File: config.mk
export PLATFORM = sky130hd
export DESIGN_NAME = ms_timer_scheduler
export DESIGN_NICKNAME = d
export VERILOG_FILES = /design/src/rtl/timer_pkg.sv /design/src/rtl/ms_timer_scheduler_tick_gen.sv /design/src/rtl/ms_timer_scheduler.sv
export SDC_FILE = /design/constraint.sdc
export NUM_CORES = 1
export LEC_CHECK = 0
export ABC_AREA = 0
export BUFFER_PORTS_ARGS = -buffer_cell sky130_fd_sc_hd__buf_4
export CAP_MARGIN = 25
export CORE_UTILIZATION = 40
export DETAILED_ROUTE_END_ITERATION = 12
export PLACE_DENSITY = 0.66
export SYNTH_ARGS = -nofsm -noshare
export SYNTH_HDL_FRONTEND = slang
export SYNTH_SLANG_ARGS = --single-unit
File: constraint.sdc
create_clock -name clk -period 3.2 [get_ports clk]
set_input_delay 0.16 -clock clk [delete_from_list [all_inputs] [get_ports clk]]
set_output_delay 0.16 -clock clk [all_outputs]
set_load 0.005 [all_outputs]
File: src/rtl/timer_pkg.sv
// timer_pkg: shared types and helpers for the millisecond timer scheduler.
// Holds the channel state encoding, default clock/tick rates and the
// prescaler divisor helpers used at elaboration time.
package timer_pkg;

   typedef enum logic [1:0] {
      IDLE = 2'd0,
      RUN  = 2'd1,
      PEND = 2'd2
   } ch_state_e;

   localparam int unsigned DEF_CLK_HZ  = 100_000_000;
   localparam int unsigned DEF_TICK_HZ = 1000;

   // Clock cycles per tick; 0 flags an unusable tick rate.
   function automatic int unsigned div_of(input int unsigned clk_hz,
                                          input int unsigned tick_hz);
      return (tick_hz == 0) ? 0 : clk_hz / tick_hz;
   endfunction

   // True when the tick rate divides the clock exactly with at least two cycles per tick.
   function automatic bit div_ok(input int unsigned clk_hz,
                                 input int unsigned tick_hz);
      return (tick_hz != 0) && ((clk_hz / tick_hz) >= 2) && ((clk_hz % tick_hz) == 0);
   endfunction

endpackage

File: src/rtl/ms_timer_scheduler_tick_gen.sv
// tick_gen: free-running prescaler over 0..DIV-1. The tick output is high
// for exactly one cycle, the cycle in which the count sits at DIV-1.
module tick_gen #(
   parameter int unsigned DIV = 10
) (
   input  logic clk,
   input  logic rst_n,
   output logic tick
);

   localparam int unsigned PW = (DIV > 2) ? $clog2(DIV) : 1;
   localparam logic [PW-1:0] LAST = PW'(DIV - 1);

   logic [PW-1:0] cnt_q;
   logic [PW-1:0] cnt_d;

   // Advance the count, wrapping to zero on the tick cycle.
   always_comb begin
      cnt_d = (cnt_q == LAST) ? '0 : cnt_q + PW'(1);
   end

   // Prescaler register.
   always_ff @(posedge clk or negedge rst_n) begin
      if (!rst_n) begin
         cnt_q <= '0;
      end else begin
         cnt_q <= cnt_d;
      end
   end

   assign tick = (cnt_q == LAST);

endmodule

File: src/rtl/ms_timer_scheduler.sv
// ms_timer_scheduler: CH countdown timers sharing one prescaled tick, with
// expiry events delivered one per cycle over a valid/ready port chosen by a
// round-robin arbiter. Optional feature macro: TIMER_SCHED_PERIODIC_EN
// (auto-reload on expiry and sticky per-channel overrun flags).
module ms_timer_scheduler
   import timer_pkg::*;
#(
   parameter int unsigned CLK_HZ  = DEF_CLK_HZ,
   parameter int unsigned TICK_HZ = DEF_TICK_HZ,
   parameter int unsigned CH      = 4,
   parameter int unsigned CW      = 16,
   localparam int unsigned CHW    = (CH > 1) ? $clog2(CH) : 1
) (
   input  logic             clk,
   input  logic             rst_n,
   input  logic [CH-1:0]    start,
   input  logic [CH*CW-1:0] load_ticks,
   input  logic [CH-1:0]    cancel,
   output logic [CH-1:0]    busy,
   output logic             tick,
   output logic             exp_valid,
   output logic [CHW-1:0]   exp_ch,
   input  logic             exp_ready
`ifdef TIMER_SCHED_PERIODIC_EN
   ,
   output logic [CH-1:0]    overrun
`endif
);

   localparam int unsigned DIV = div_of(CLK_HZ, TICK_HZ);

   if (!div_ok(CLK_HZ, TICK_HZ)) begin : g_bad_div
      $error("ms_timer_scheduler: CLK_HZ/TICK_HZ must be an exact integer >= 2");
   end
   if ((CH < 1) || (CH > 16)) begin : g_bad_ch
      $error("ms_timer_scheduler: CH must be in 1..16");
   end

   tick_gen #(
      .DIV (DIV)
   ) u_tick_gen (
      .clk   (clk),
      .rst_n (rst_n),
      .tick  (tick)
   );

   ch_state_e      state_q [CH];
   ch_state_e      state_d [CH];
   logic [CW-1:0]  cnt_q   [CH];
   logic [CW-1:0]  cnt_d   [CH];
   logic [CW-1:0]  ld_w    [CH];

   logic [CH-1:0]  req;
   logic [CH-1:0]  gnt;
   logic           gnt_vld;
   logic [CHW-1:0] gnt_idx;
   logic           slot_free;

   logic           exp_valid_q, exp_valid_d;
   logic [CHW-1:0] exp_ch_q, exp_ch_d;
   logic [CHW-1:0] ptr_q, ptr_d;

`ifdef TIMER_SCHED_PERIODIC_EN
   // evt_q marks an ungranted event of a channel that keeps running.
   logic [CH-1:0]  evt_q, evt_d;
   logic [CH-1:0]  ovr_q, ovr_d;
   logic [CW-1:0]  rld_q [CH];
   logic [CW-1:0]  rld_d [CH];
`endif

   for (genvar g = 0; g < CH; g++) begin : g_ch
      assign ld_w[g] = load_ticks[g*CW +: CW];
      assign busy[g] = (state_q[g] != IDLE);
   end

   // The slot can take a new event when empty or when being drained this cycle.
   assign slot_free = !exp_valid_q || exp_ready;

   // Arbitration candidates: pending events not displaced by cancel or start this cycle.
   always_comb begin
      req = '0;
      for (int i = 0; i < CH; i++) begin
`ifdef TIMER_SCHED_PERIODIC_EN
         req[i] = ((state_q[i] == PEND) || evt_q[i]) && !start[i] && !cancel[i];
`else
         req[i] = (state_q[i] == PEND) && !start[i] && !cancel[i];
`endif
      end
   end

   // Round-robin search starting one past the last granted channel.
   always_comb begin
      int unsigned j;
      logic        found;
      j       = 0;
      found   = 1'b0;
      gnt_idx = '0;
      for (int unsigned k = 1; k <= CH; k++) begin
         j = (32'(ptr_q) + k) % CH;
         if (!found && req[CHW'(j)]) begin
            found   = 1'b1;
            gnt_idx = CHW'(j);
         end
      end
      gnt_vld = found && slot_free;
      gnt     = '0;
      for (int i = 0; i < CH; i++) begin
         gnt[i] = gnt_vld && (gnt_idx == CHW'(i));
      end
   end

   // Per-channel next state: cancel beats start, start beats tick and grant.
   always_comb begin
      for (int i = 0; i < CH; i++) begin
         state_d[i] = state_q[i];
         cnt_d[i]   = cnt_q[i];
         if (cancel[i]) begin
            state_d[i] = IDLE;
            cnt_d[i]   = '0;
         end else if (start[i]) begin
            if (ld_w[i] != '0) begin
               state_d[i] = RUN;
               cnt_d[i]   = ld_w[i];
            end else begin
               state_d[i] = PEND;
               cnt_d[i]   = '0;
            end
         end else begin
            if (gnt[i] && (state_q[i] == PEND)) begin
               state_d[i] = IDLE;
            end
            if ((state_q[i] == RUN) && tick) begin
               if (cnt_q[i] == CW'(1)) begin
`ifdef TIMER_SCHED_PERIODIC_EN
                  cnt_d[i] = rld_q[i];
`else
                  state_d[i] = PEND;
                  cnt_d[i]   = '0;
`endif
               end else begin
                  cnt_d[i] = cnt_q[i] - CW'(1);
               end
            end
         end
      end
   end

`ifdef TIMER_SCHED_PERIODIC_EN
   // Reload value, queued-event flag and sticky overrun per channel.
   always_comb begin
      evt_d = evt_q;
      ovr_d = ovr_q;
      for (int i = 0; i < CH; i++) begin
         rld_d[i] = rld_q[i];
         if (cancel[i]) begin
            evt_d[i] = 1'b0;
            ovr_d[i] = 1'b0;
         end else if (start[i]) begin
            evt_d[i] = 1'b0;
            ovr_d[i] = 1'b0;
            rld_d[i] = ld_w[i];
         end else begin
            if (gnt[i]) begin
               evt_d[i] = 1'b0;
            end
            if ((state_q[i] == RUN) && tick && (cnt_q[i] == CW'(1))) begin
               if (evt_q[i] && !gnt[i]) begin
                  ovr_d[i] = 1'b1;
               end
               evt_d[i] = 1'b1;
            end
         end
      end
   end

   assign overrun = ovr_q;
`endif

   // Output slot: hold until accepted, refill from the arbiter on the same edge.
   always_comb begin
      exp_valid_d = exp_valid_q;
      exp_ch_d    = exp_ch_q;
      ptr_d       = ptr_q;
      if (exp_valid_q && exp_ready) begin
         exp_valid_d = 1'b0;
      end
      if (gnt_vld) begin
         exp_valid_d = 1'b1;
         exp_ch_d    = gnt_idx;
         ptr_d       = gnt_idx;
      end
   end

   // Channel state and countdown registers.
   always_ff @(posedge clk or negedge rst_n) begin
      if (!rst_n) begin
         for (int i = 0; i < CH; i++) begin
            state_q[i] <= IDLE;
            cnt_q[i]   <= '0;
         end
      end else begin
         for (int i = 0; i < CH; i++) begin
            state_q[i] <= state_d[i];
            cnt_q[i]   <= cnt_d[i];
         end
      end
   end

`ifdef TIMER_SCHED_PERIODIC_EN
   // Periodic-mode bookkeeping registers.
   always_ff @(posedge clk or negedge rst_n) begin
      if (!rst_n) begin
         evt_q <= '0;
         ovr_q <= '0;
         for (int i = 0; i < CH; i++) begin
            rld_q[i] <= '0;
         end
      end else begin
         evt_q <= evt_d;
         ovr_q <= ovr_d;
         for (int i = 0; i < CH; i++) begin
            rld_q[i] <= rld_d[i];
         end
      end
   end
`endif

   // Output slot and round-robin pointer; pointer starts at CH-1 so channel 0 wins first.
   always_ff @(posedge clk or negedge rst_n) begin
      if (!rst_n) begin
         exp_valid_q <= 1'b0;
         exp_ch_q    <= '0;
         ptr_q       <= CHW'(CH - 1);
      end else begin
         exp_valid_q <= exp_valid_d;
         exp_ch_q    <= exp_ch_d;
         ptr_q       <= ptr_d;
      end
   end

   assign exp_valid = exp_valid_q;
   assign exp_ch    = exp_ch_q;

endmodule

# Word-level counts from Yosys, hierarchy flattened
# Cells that the tools add are included.
[totals]
out_inout_bits = 8
regBits = 94
input_bits = 75
word_cells = 156
[classes]
reduce_logical = 52
magnitude_cmp = 4
addsub = 9
n_eq_ne = 16
n_mux = 63
[op_table]
columns = ["op", "n"]
rows = [
  ["16-bit 2-to-1 mux", 20],
  ["16-bit by 1-bit equality test with 1-bit output (second input constant)", 4],
  ["16-bit nonzero test", 4],
  ["16-bit by 1-bit subtractor with 16-bit output (second input constant)", 4],
  ["2-bit 2-to-1 mux", 28],
  ["1-bit logical AND", 25],
  ["17-bit by 1-bit adder with 17-bit output (second input constant)", 1],
  ["17-bit equality test (second input constant)", 1],
  ["17-bit 2-to-1 mux", 1],
  ["2-bit equality test (second input constant)", 6],
  ["1-bit zero test", 12],
  ["2-bit by 3-bit less-than comparator with 1-bit output (second input constant)", 4],
  ["3-bit nonzero test", 4],
  ["2-bit by 1-bit equality test with 1-bit output (second input constant)", 5],
  ["1-bit 2-to-1 mux", 10],
  ["2-bit nonzero test", 5],
  ["1-bit binary-select mux with 2-bit select", 4],
  ["2-bit by 1-bit adder with 2-bit output (second input constant)", 2],
  ["2-bit adder (second input constant)", 2],
  ["2-bit zero test", 1],
  ["1-bit logical OR", 1],
]

# Longest topological paths before layout
# Gate-level depths: netlist of the first run.
[logic_depth]
word_depth = 23
ltp_mapped = 8
ltp_nobuf = 7

# Cells and area by module
# Synthesis of the first run repeated with hierarchy kept, for this count alone.
[hier_totals]
cells_unflattened = 679
area_unflattened_um2 = 5993.2
[modules_own_cells]
columns = ["module", "area_each_um2", "seq_area_each_um2", "cells_each", "n_inst"]
rows = [
  ["ms_timer_scheduler", 5200.0, 1929.4, 605, 1],
  ["tick_gen", 793.3, 425.4, 74, 1],
]

# Least setup slack after synthesis of the first run
# Ideal clock, no wire load.
[synth_timing]
path_kind = "register to register"
startpoint = "register u_tick_gen.cnt_q[11]"
endpoint = "register cnt_q[9] in the netlist's numbering"
arrival_time_ps = 2179
slack_ps = 885
period_less_slack_ps = 2315
path_buffers = 0
stages_incl_launch_ff = 6
setup_ps = 136
required_time_ps = 3064
cell_sequence = "dfrtp_1 > or4b_4 > or4_4 > or4_1 > o211ai_1 > a311oi_1"
[synth_between]
elab_chain_len = 3
[synth_lines]
columns = ["item", "line_no", "rtl"]
rows = [
  ["start: declaration", "ms_timer_scheduler_tick_gen.sv:14", "logic [PW-1:0] cnt_q;"],
  ["start signal: assignment", "ms_timer_scheduler_tick_gen.sv:27", "cnt_q <= cnt_d;"],
  ["17-bit equality test", "ms_timer_scheduler_tick_gen.sv:31", "assign tick = (cnt_q == LAST);"],
  ["1-bit logical AND", "ms_timer_scheduler.sv:132", "if ((state_q[i] == RUN) && tick) begin"],
  ["3-bit nonzero test (no line)", "-", ""],
  ["end signal: indexed assignment", "ms_timer_scheduler.sv:204", "cnt_q[i] <= cnt_d[i];"],
  ["end: declaration", "ms_timer_scheduler.sv:49", "logic [CW-1:0] cnt_q [CH];"],
]
# No other way between the ends.
# A chain may end at the register's enable or synchronous reset.

# Worst setup path in the final report of the first run
[layout_timing]
startpoint = "register cnt_q[17] in the netlist's numbering"
endpoint = "register cnt_q[25] in the netlist's numbering"
[layout_between]
elab_chain_len = 5
elab_cells_between_ends = 6
classes_between = "add/sub (1); eq/ne (1); mux (4)"
[layout_lines]
columns = ["item", "line_no", "rtl"]
rows = [
  ["16-bit by 1-bit subtractor with 16-bit output or 16-bit by 1-bit equality test with 1-bit output (tied branches)", "ms_timer_scheduler.sv:141, ms_timer_scheduler.sv:133", ""],
  ["16-bit 2-to-1 mux (*)", "ms_timer_scheduler.sv:133", "if (cnt_q[i] == CW'(1)) begin"],
  ["16-bit 2-to-1 mux (*)", "ms_timer_scheduler.sv:132", ""],
  ["16-bit 2-to-1 mux (*)", "ms_timer_scheduler.sv:120", "end else if (start[i]) begin"],
  ["16-bit 2-to-1 mux (*)", "ms_timer_scheduler.sv:117", "if (cancel[i]) begin"],
]
# Every way passes the cells marked *; elsewhere a longest branch is shown, timed or not. The select of a mux whose other input is x is not followed.

==> metrics.csv, run 1 <==
stage,metric,value,unit
status,status,"complete, no violations",
run,max_cap viols,0,
place,DP Cell Count,966,
timing,Max Transition Viols Final,0,
pwr,P per Cell Area,447,nW/um^2
synthesis,sequential element share of the synthesized area,38.3,%
clock_network,Clock Sinks,94,
detailed_routing,routed vias,6083,
detailed_routing,DR pass1 iterations,5,
synthesis,Post-synth ARST share,100,%
grt,initial antenna violation count,0,
grt,pin count of the biggest net entering global routing,53,
clock_network,Clock transition at path regs,70,ps
detailed_routing,Total Wirelength,17.6,mm
synthesis,Synth Flop Type,dfrtp_1,
detailed_routing,vias per cell,6.18,
setup_path,crit path DAT,3020,ps
floorplan,die width,126,um
setup_path,slowest CP cell,or4b_2,
floorplan,Initial Util,41.6,%
floorplan,CORE AREA,14800,um^2
grt,gr ovfl total,0,
floorplan,Ports,83,
detailed_routing,drt drc,0,
final_layout,Layout area overhead,19.3,%
detailed_routing,Routed wire per std cell,17.8,um
floorplan,die outline height,126,um
timing,setup TNS,0,ps
clock_network,CTS buffer count,9,
setup_path,max incr delay on CP,590,ps
synthesis,Netlist Area Pre-Place,6140,um^2
grt,gr usage total,22.5,%
timing,min Tclk post-route,2790,ps
floorplan,Die ar.,15900,um^2
setup_path,Setup crit end kind,flip-flop,
clock_network,CTS tree,built,
detailed_routing,Final ANT Viol Nets,0,
final_layout,Nets,880,
synthesis,"Distinct cells, synth",72,
grt,met2 global-route usage,37.0,%
timing,Final setup viols,0,
setup_path,worst-path maximum fanout,13,
grt,met1 usage,30.2,%
synthesis,Seq cells post-synth,94,
timing,Tcrit/Tclk final,87.2,%
synthesis,Syn. warnings,0,
place,routability cong.,0.883,
final_layout,ratio of cells with drive above 1 in the final layout,17.5,%
final_layout,"commonest non-fill, non-tap cell in the layout",buf_4,
clock_network,Longest Clk Path Bufs,2,
timing,RSZ-0062 raised after global routing,no,
timing,Fmax,358,MHz
clock_network,CTS resizes,0,
synthesis,Syn Nets,800,
final_layout,Final Instance Count excl. Fillers,985,
place,PortBufs,82,
timing,worst rel slew slack,36.4,%
grt,number of global-route vias before repair,5826,
clock_network,CTS root buf,clkbuf_16,
timing,Tightest Pin Transition,942,ps
pwr,worst vdd ir,0.247,mV
synthesis,"Avg Cell Area, Syn",8.58,um^2
pwr,leakage,3.12,nW
final_layout,ant diodes,0,
setup_path,Startpoint Class,flip-flop,
timing,final clock skew,10.0,ps
detailed_routing,initial DRC count,533,
grt,gr busiest metal,met2,
setup_path,Required @ worst endpoint,3430,ps
synthesis,Post-synth EDFFs,0,
place,Post-DP HPWL,12.7,mm
grt,grt met3 use,3.82,%
synthesis,Syn Inst Count,716,
worst_hold_path,min-delay worst type,in -> reg,
final_layout,most frequent cells in the layout,"buf_4 (97), dfrtp_1 (92), nor2_1 (66)",
clock_network,CTS HTree Levels,3,
setup_path,crit path kind,reg -> reg,
setup_path,worst-path cell chain,inv_1 > ha_1 > or4b_2 > nor4_1 > a21oi_1 > buf_4 > a221oi_1 > nor2_1,
timing,Final Hold Viols,0,
clock_network,Clock Latency Late Sink,360,ps
floorplan,# rows,44,
grt,first-pass GRT wire length,29.0,mm
state kept, by name (all words and copies together), names as in the netlist:
| signal | cells |
|---|---|
| cnt_q | 64 |
| exp_valid | 1 |
| state_q | 8 |
| u_tick_gen.cnt_q | 17 |
| ptr_q | 2 |
| exp_ch | 2 |
logic make-up (layout without fill, tap and decap cells):
| family | after synthesis | after routing | synth area share [%] |
|---|---|---|---|
| XOR/XNOR | 34 | 34 | 4.85 |
| adder cells (fa/ha/maj) | 9 | 9 | 1.83 |
| AND/OR/NAND/NOR | 288 | 288 | 25.4 |
| flip-flops | 94 | 94 | 38.3 |
| AO/OA/AOI/OAI | 222 | 222 | 25.0 |
| multiplexers | 3 | 3 | 0.530 |
| buffers and inverters | 66 | 151 | 4.09 |
synth_stat cells, types with 16 or more instances:
| master | count | area share [%] |
|---|---|---|
| a211oi_1 | 23 | 2.8 |
| a21oi_1 | 47 | 3.8 |
| a22oi_1 | 22 | 2.7 |
| clkbuf_1 | 25 | 1.5 |
| dfrtp_1 | 92 | 37 |
| inv_1 | 37 | 2.3 |
| nand2_1 | 51 | 3.1 |
| nand3_1 | 19 | 1.5 |
| nor2_1 | 66 | 4.0 |
| nor3_1 | 24 | 2.0 |
| nor4_1 | 31 | 3.2 |
| o21ai_0 | 34 | 2.8 |
| o32ai_1 | 16 | 2.3 |
| xor2_1 | 19 | 2.7 |
worst paths after layout:
| kind | start | end | slack (ps) | depth (start not counted) |
|---|---|---|---|---|
| hold reg to reg | u_tick_gen.cnt_q[12]$_DFF_PN0_ | u_tick_gen.cnt_q[12]$_DFF_PN0_ | 500 | 1 |
| setup / recovery | cnt_q[17]$_DFFE_PN0P_ | cnt_q[25]$_DFFE_PN0P_ | 410 | 8 |
| setup reg to reg | cnt_q[17]$_DFFE_PN0P_ | cnt_q[25]$_DFFE_PN0P_ | 410 | 8 |
| min in group asynchronous | rst_n | cnt_q[24]$_DFFE_PN0P_ | 390 | 2 |
| max in group asynchronous | rst_n | ptr_q[0]$_DFFE_PN1N_ | 1940 | 3 |
| hold / removal | load_ticks[59] | cnt_q[11]$_DFFE_PN0P_ | 60 | 3 |
metal layers:
layer / up-vias / part of all wire (%)
li1: 2889 / -
met1: 2994 / 46
met2: 179 / 47
met3: 21 / 5.0
met4: 0 / 1.6
met5: - / 0
power by group:
group / internal, mW / switching [mW]
clock network: 0.703 / 0.469
logic: 0.315 / 0.422
registers: 1.27 / 0.101
worst max-delay path, delay by kind of cell, from the launching register on:
kind | cells | cell delay (ps)
AOI/OAI and AO/OA | 2 | 630
adders and majority gates | 1 | 140
and+or+nand+nor | 3 | 1080
DFF | 1 | 430
buffers and inverters | 2 | 390
layout make-up:
cell class,count,area (um^2)
Sequential cell,94,2350
Fill cell,1420,7420
Clock buffer,10,239
Timing Repair Buffer,98,738
Multi-Input combinational cell,556,3540
Tap cell,184,230
Inverter,37,139
Clock inverter,6,85.1
what timing repair did:
item	in CTS	in global routing
hold endpoints to repair	50	0
buffers inserted	0	0
hold buffers	1	0
metrics by stage:
stage | area [um^2] | worst slack [ps] | utilization (%) | power [mW] | hold WS, ps
2_1_floorplan | 6140 | 885 | - | 1.83 | -136
3_3_place_gp | 6970 | 590 | 47.2 | 2.09 | 262
3_5_place_dp | 6980 | 455 | 47.3 | 2.11 | 261
4_1_cts | 7310 | 439 | 49.6 | 3.29 | 51.3
5_1_grt | 7330 | 196 | 49.7 | 3.44 | 56.5
6_report | 7330 | 409 | 49.7 | 3.28 | 58.5
No activity file was read; power rests on OpenSTA's default activity.
==> inputs of run 2 (changes only) <==
--- a/config.mk
+++ b/config.mk
@@ -10,7 +10,6 @@
 export CAP_MARGIN = 25
 export CORE_UTILIZATION = 40
 export DETAILED_ROUTE_END_ITERATION = 12
-export PLACE_DENSITY = 0.66
 export SYNTH_ARGS = -nofsm -noshare
 export SYNTH_HDL_FRONTEND = slang
 export SYNTH_SLANG_ARGS = --single-unit
==> run 2 against run 1 <==
Compared with the run above: combinational power up 1%; worst setup slack better by 240 ps; global-route usage up 0.34 points; register-to-register slack gained 240 ps; clock-buffer cell count up 3; wire length fell by 0.62%.
==> metrics.csv, run 2 (same netlist as run 1, synthesis figures left out) <==
stage,metric,value,unit,change
floorplan,die width,126,um,unchanged
pwr,sw frac,31.4,%,+1.1 points
timing,Tcrit/Tclk final,79.6,%,-7.6 points
clock_network,CTS buffer count,9,,unchanged
final_layout,Largest regs,"cnt_q x64, u_tick_gen.cnt_q x17, state_q x8",,
setup_path,worst r2r src,u_tick_gen.cnt_q[11]$_DFF_PN0_,,
pwr,Clk network pwr share,32.2,%,-3.6 points
floorplan,Ports,83,,unchanged
clock_network,Longest Clk Path Bufs,2,,unchanged
final_layout,Layout area overhead,18.9,%,
clock_network,CTS tree,built,,
pwr,leakage,3.12,nW,-0.25%
timing,Final Hold Viols,0,,unchanged
grt,gr ovfl total,0,,unchanged
setup_path,worst-path maximum fanout,13,,unchanged
timing,setup TNS,0,ps,unchanged
detailed_routing,drt drc,0,,unchanged
timing,worst rel slew slack,31.5,%,-4.9 points
timing,Tightest Pin Transition,1010,ps,+72.5 ps
worst_hold_path,Hold Startpoint,load_ticks[62],,
timing,Max Transition Viols Final,0,,unchanged
clock_network,hold buffers post-CTS,1,,unchanged
detailed_routing,initial DRC count,570,,+6.9%
final_layout,filler cell count,1429,,+0.63%
setup_path,crit path kind,reg -> reg,,
final_layout,"commonest non-fill, non-tap cell in the layout",buf_4,,
timing,Final setup viols,0,,unchanged
final_layout,Biggest register,cnt_q,,
floorplan,CORE AREA,14800,um^2,unchanged
worst_hold_path,worst hold endpoint,cnt_q[14]$_DFFE_PN0P_,,
pwr,switching pwr,977,uW,-1.5%
detailed_routing,Routed wire per std cell,17.7,um,-1.0%
clock_network,Clock transition at path regs,60,ps,about the same
detailed_routing,vias per cell,6.12,,-0.91%
final_layout,max FFs per register,64,,unchanged
place,PortBufs,82,,unchanged
final_layout,Nets,884,,+0.45%
clock_network,CTS resizes,0,,unchanged
floorplan,Die ar.,15900,um^2,unchanged
grt,number of global-route vias before repair,5800,,-0.45%
pwr,P per Cell Area,426,nW/um^2,-4.7%
setup_path,Startpoint Class,flip-flop,,
timing,Post-Route Hold Slack,76.3,ps,+17.8 ps
floorplan,# rows,44,,unchanged
setup_path,Setup crit end kind,flip-flop,,
run,max_cap viols,0,,unchanged
pwr,worst vdd ir,0.235,mV,-5.1%
timing,Fmax,393,MHz,+9.6%
timing,min Tclk post-route,2550,ps,-244 ps
final_layout,ratio of cells with drive above 1 in the final layout,17.5,%,+0.037 points
detailed_routing,Total Wirelength,17.5,mm,-0.62%
place,routability cong.,0.882,,-0.19%
detailed_routing,DR pass1 iterations,5,,unchanged
floorplan,die outline height,126,um,unchanged
timing,RSZ-0062 raised after global routing,no,,
final_layout,area of the multi-input gates,3540,um^2,unchanged
detailed_routing,Final ANT Viol Nets,0,,unchanged
grt,first-pass GRT wire length,29.4,mm,+1.2%
clock_network,# Post-CTS Setup Buffers,0,,unchanged
setup_path,R2R depth,6,,-2
place,Post-DP HPWL,12.7,mm,about the same
clock_network,CTS HTree Levels,3,,unchanged
final_layout,Reg area,2350,um^2,unchanged
final_layout,ant diodes,0,,unchanged
setup_path,crit path DAT,2790,ps,-230 ps
pwr,Reg power frac,43.9,%,+2.1 points
setup_path,Required @ worst endpoint,3450,ps,+20 ps
floorplan,Initial Util,41.6,%,unchanged
pwr,Design Power,3.11,mW,-5.0%
setup_path,r2r setup slk,650,ps,+240 ps
setup_path,worst r2r dst,cnt_q[60]$_DFFE_PN0P_,,
pwr,P_int,2.14,mW,-6.5%
clock_network,CTS root buf,clkbuf_16,,
final_layout,most frequent cells in the layout,"buf_4 (101), dfrtp_1 (92), nor2_1 (66)",,
status,status,"complete, no violations",,
clock_network,Clock Latency Late Sink,350,ps,about the same
grt,initial antenna violation count,0,,unchanged
worst_hold_path,Hold Path Depth,3,,unchanged
worst_hold_path,min-delay worst type,in -> reg,,
timing,final clock skew,9.09,ps,-0.937 ps
clock_network,Clock Sinks,94,,unchanged
grt,gr usage total,22.8,%,+0.34 points
pwr,combinational share of power,23.9,%,+1.4 points
grt,pin count of the biggest net entering global routing,36,,-32%
detailed_routing,routed vias,6052,,-0.51%
-- run 2: changes by cell type in the layout (fill, tap and decap cells not counted), sizes merged --
cell | previous run | this run
buf | 97 | 101
clkbuf | 10 | 13
clkinv | 2 | 1
bufinv | 2 | 0
-- run 2: power by group through the flow --
stage               logic (mW)  registers [mW]  clock network (mW)
floorplan                0.472            1.36                   0
global placement         0.720            1.38                   0
detailed placement       0.734            1.39                   0
CTS                      0.738            1.37                1.04
global route             0.829            1.38                1.09
finish                   0.743            1.37                1.00
-- run 2: worst max path at each step --
| stage | end | slack [ps] | from | cells past startpoint |
|---|---|---|---|---|
| 2_1_floorplan | cnt_q[9]$_DFFE_PN0P_ | 890 | u_tick_gen.cnt_q[11]$_DFF_PN0_ | 5 |
| 3_3_place_gp | state_q[5]$_DFF_PN0_ | 680 | cnt_q[33]$_DFFE_PN0P_ | 7 |
| 3_5_place_dp | cnt_q[60]$_DFFE_PN0P_ | 640 | u_tick_gen.cnt_q[11]$_DFF_PN0_ | 6 |
| 4_1_cts | cnt_q[51]$_DFFE_PN0P_ | 640 | u_tick_gen.cnt_q[0]$_DFF_PN0_ | 7 |
| 5_1_grt | cnt_q[50]$_DFFE_PN0P_ | 390 | u_tick_gen.cnt_q[0]$_DFF_PN0_ | 7 |
| 6_report | cnt_q[60]$_DFFE_PN0P_ | 650 | u_tick_gen.cnt_q[11]$_DFF_PN0_ | 6 |
-- run 2: metrics by stage --
stage          instances  util (%)  worst slack (ps)  instance area, um^2
2_1_floorplan        716         -               885                 6140
3_3_place_gp         970      47.5               682                 7010
3_5_place_dp         971      47.6               643                 7020
4_1_cts              988      49.5               642                 7300
5_1_grt              989      49.5               389                 7310
6_report             989      49.5               653                 7310
-- run 2: cell type report --
class	count	area share, %
multi-input cells	556	48.5
clock inverters	3	0.274
well taps	184	3.15
inverters	37	1.90
clock buffers	13	3.43
flip-flops and latches	94	32.2
repair buffers	102	10.5
-- run 2: critical path: stages (launching register included) --
cell	delay, ps
dfrtp_1	410
or4b_4	570
nor4_2	320
buf_4	240
a21o_1	420
nand3_1	210
o311ai_1	270
-- run 2: per-layer routing --
layer  share of wire [%]  wire, um  up-vias  GRT usage, %
met5                   0         0        -             0
met4                 1.1       189        0          7.80
met3                 5.6       985       18          3.48
met2                  45      7930      224          35.0
met1                  48      8350     2907          32.8
li1                    -         -     2903             -
==> inputs of run 3 (changes only) <==
==> constraint.sdc (replaced) <==
create_clock -name clk -period 2.4 [get_ports clk]
set_input_delay 0.12 -clock clk [delete_from_list [all_inputs] [get_ports clk]]
set_output_delay 0.12 -clock clk [all_outputs]
set_load 0.005 [all_outputs]
==> run 3 against run 2 <==
Compared with the run above: design area up 4.7%; first-iteration DRC count down 18%; largest cell class unchanged; clock skew down 2.5 ps; worst setup slack worse by 600 ps; non-clock buffer count up 33; utilization up 2.3 points; worst hold slack worse by 58 ps; clock-buffer cell count down 4; sequential cell count unchanged; wire length up 0.19%; register-to-register slack worse by 600 ps; via count up 1.8%.
==> metrics.csv, run 3 (same netlist as run 1, synthesis figures left out) <==
stage,metric,value,unit,change
final_layout,ratio of cells with drive above 1 in the final layout,21.8,%,+4.3 points
final_layout,max FFs per register,64,,unchanged
clock_network,CTS root buf,clkbuf_16,,
timing,Final setup viols,0,,unchanged
timing,Final Hold Viols,0,,unchanged
floorplan,CORE AREA,14800,um^2,unchanged
final_layout,most frequent cells in the layout,"buf_4 (131), dfrtp_1 (92), nor2_1 (66)",,
setup_path,crit path kind,reg -> reg,,
pwr,Reg power frac,42.6,%,-1.3 points
timing,final clock skew,6.58,ps,-2.51 ps
detailed_routing,DR pass1 iterations,6,,+1
final_layout,Nets,917,,+3.7%
clock_network,CTS tree,built,,
setup_path,crit path DAT,2560,ps,-230 ps
detailed_routing,drt drc,0,,unchanged
place,DP Cell Count,1000,,+3.0%
worst_hold_path,worst hold endpoint,cnt_q[11]$_DFFE_PN0P_,,
clock_network,Longest Clk Path Bufs,2,,unchanged
clock_network,Clock Latency Late Sink,350,ps,about the same
timing,setup TNS,0,ps,unchanged
clock_network,Clock transition at path regs,70,ps,about the same
pwr,leakage,3.33,nW,+6.9%
final_layout,Final Instance Count excl. Fillers,1022,,+3.3%
status,status,"complete, no violations",,
setup_path,r2r setup slk,50,ps,-600 ps
run,max_cap viols,0,,unchanged
setup_path,worst-path maximum fanout,4,,-9
pwr,P_int,2.88,mW,+35%
place,routability cong.,0.896,,+1.7%
pwr,sw frac,32.4,%,+1.1 points
grt,first-pass GRT wire length,29.9,mm,+1.7%
final_layout,"commonest non-fill, non-tap cell in the layout",buf_4,,
final_layout,Largest regs,"cnt_q x64, u_tick_gen.cnt_q x17, state_q x8",,
floorplan,Ports,83,,unchanged
timing,post-route setup slack,52.3,ps,-601 ps
timing,Tightest Pin Transition,967,ps,-47.3 ps
setup_path,Required @ worst endpoint,2620,ps,-830 ps
detailed_routing,Total Wirelength,17.5,mm,+0.19%
worst_hold_path,Hold Startpoint,load_ticks[59],,
place,worst slack at placement,14.0,ps,-629 ps
timing,Fmax,426,MHz,+8.5%
pwr,Clk network pwr share,32.8,%,+0.6 points
setup_path,Setup crit end kind,flip-flop,,
place,Post-DP HPWL,12.9,mm,+1.2%
detailed_routing,Routed wire per std cell,17.1,um,-3.0%
final_layout,Biggest register,cnt_q,,
clock_network,CTS HTree Levels,3,,unchanged
grt,number of global-route vias before repair,6097,,+5.1%
pwr,P per Cell Area,558,nW/um^2,+31%
final_layout,ant diodes,0,,unchanged
worst_hold_path,Hold Path Depth,3,,unchanged
grt,initial antenna violation count,0,,unchanged
final_layout,Layout area overhead,24.5,%,
floorplan,Initial Util,41.6,%,unchanged
detailed_routing,Final ANT Viol Nets,0,,unchanged
setup_path,worst r2r src,u_tick_gen.cnt_q[6]$_DFF_PN0_,,
worst_hold_path,min-delay worst type,in -> reg,,
floorplan,die width,126,um,unchanged
grt,gr ovfl total,0,,unchanged
floorplan,die outline height,126,um,unchanged
setup_path,worst r2r dst,cnt_q[9]$_DFFE_PN0P_,,
pwr,worst vdd ir,0.548,mV,+130%
timing,Max Transition Viols Final,0,,unchanged
clock_network,CTS buffer count,9,,unchanged
grt,gr usage total,23.2,%,+0.34 points
detailed_routing,vias per cell,6.03,,-1.5%
detailed_routing,routed vias,6162,,+1.8%
setup_path,R2R depth,5,,-1
grt,pin count of the biggest net entering global routing,72,,+100%
place,PortBufs,82,,unchanged
floorplan,Die ar.,15900,um^2,unchanged
timing,worst rel slew slack,34.7,%,+3.2 points
pwr,combinational share of power,24.6,%,+0.7 points
floorplan,# rows,44,,unchanged
final_layout,Util after Layout,51.8,%,+2.3 points
detailed_routing,initial DRC count,467,,-18%
final_layout,filler cell count,1370,,-4.1%
timing,Tcrit/Tclk final,97.8,%,+18 points
timing,RSZ-0062 raised after global routing,no,,
pwr,switching pwr,1.38,mW,+42%
clock_network,Clock Sinks,94,,unchanged
setup_path,Startpoint Class,flip-flop,,
timing,min Tclk post-route,2350,ps,-199 ps
[run 3: final cells by class]
| type | count | area [um^2] | share of cell area, % |
|---|---|---|---|
| multi-input cells | 556 | 3590 | 47.0 |
| repair buffers | 135 | 1040 | 13.7 |
| flip-flops and latches | 94 | 2350 | 30.8 |
| inverters | 37 | 139 | 1.82 |
| clock inverters | 7 | 61.3 | 0.802 |
| well taps | 184 | 230 | 3.01 |
| clock buffers | 9 | 225 | 2.94 |
[run 3: per-layer routing]
metal	track usage [%]	part of all wire (%)	up-vias
met2	37.9	46	227
met1	31.7	47	2943
met3	3.65	5.5	22
met5	0	0	-
met4	6.80	1.4	0
li1	-	-	2970
[run 3: critical path, cell delays in order (launching register included)]
cell and delay [ps]:
dfrtp_1 390, or4b_4 580, or4_4 610, or4_1 420, o211ai_1 110, a311oi_1 110
[run 3: timing repair]
| item | in CTS | in global routing |
|---|---|---|
| setup buffers | 0 | 5 |
| hold buffers | 1 | 0 |
| setup endpoints to repair | 0 | 25 |
| gates resized for setup | 0 | 11 |
| hold endpoints to repair | 23 | 0 |
[run 3: how the worst max path moves through the flow]
stage	startpoint	to	slack [ps]	depth (start not counted)
final	u_tick_gen.cnt_q[6]$_DFF_PN0_	cnt_q[9]$_DFFE_PN0P_	50	5
after global routing	cnt_q[17]$_DFFE_PN0P_	cnt_q[25]$_DFFE_PN0P_	3	8
after CTS	u_tick_gen.cnt_q[11]$_DFF_PN0_	cnt_q[9]$_DFFE_PN0P_	1	5
after detailed placement	u_tick_gen.cnt_q[11]$_DFF_PN0_	cnt_q[9]$_DFFE_PN0P_	10	5
after global placement	u_tick_gen.cnt_q[11]$_DFF_PN0_	cnt_q[9]$_DFFE_PN0P_	40	5
after floorplan	u_tick_gen.cnt_q[11]$_DFF_PN0_	cnt_q[9]$_DFFE_PN0P_	90	5
[run 3: through the flow]
stage / instance area [um^2] / hold slack [ps] / power (mW)
6_report: 7650 / 18.7 / 4.27
5_1_grt: 7650 / 20.3 / 4.51
4_1_cts: 7560 / 1.35 / 4.30
3_5_place_dp: 7260 / 53.8 / 2.87
3_3_place_gp: 7260 / 54.7 / 2.85
2_1_floorplan: 6140 / -176 / 2.44
[run 3: power by group through the flow]
| stage | clock network, mW | logic (mW) | registers (mW) |
|---|---|---|---|
| 4_1_cts | 1.45 | 1.03 | 1.81 |
| 6_report | 1.40 | 1.05 | 1.82 |
| 2_1_floorplan | 0 | 0.629 | 1.81 |
| 3_3_place_gp | 0 | 1.02 | 1.84 |
| 3_5_place_dp | 0 | 1.02 | 1.84 |
| 5_1_grt | 1.51 | 1.17 | 1.84 |
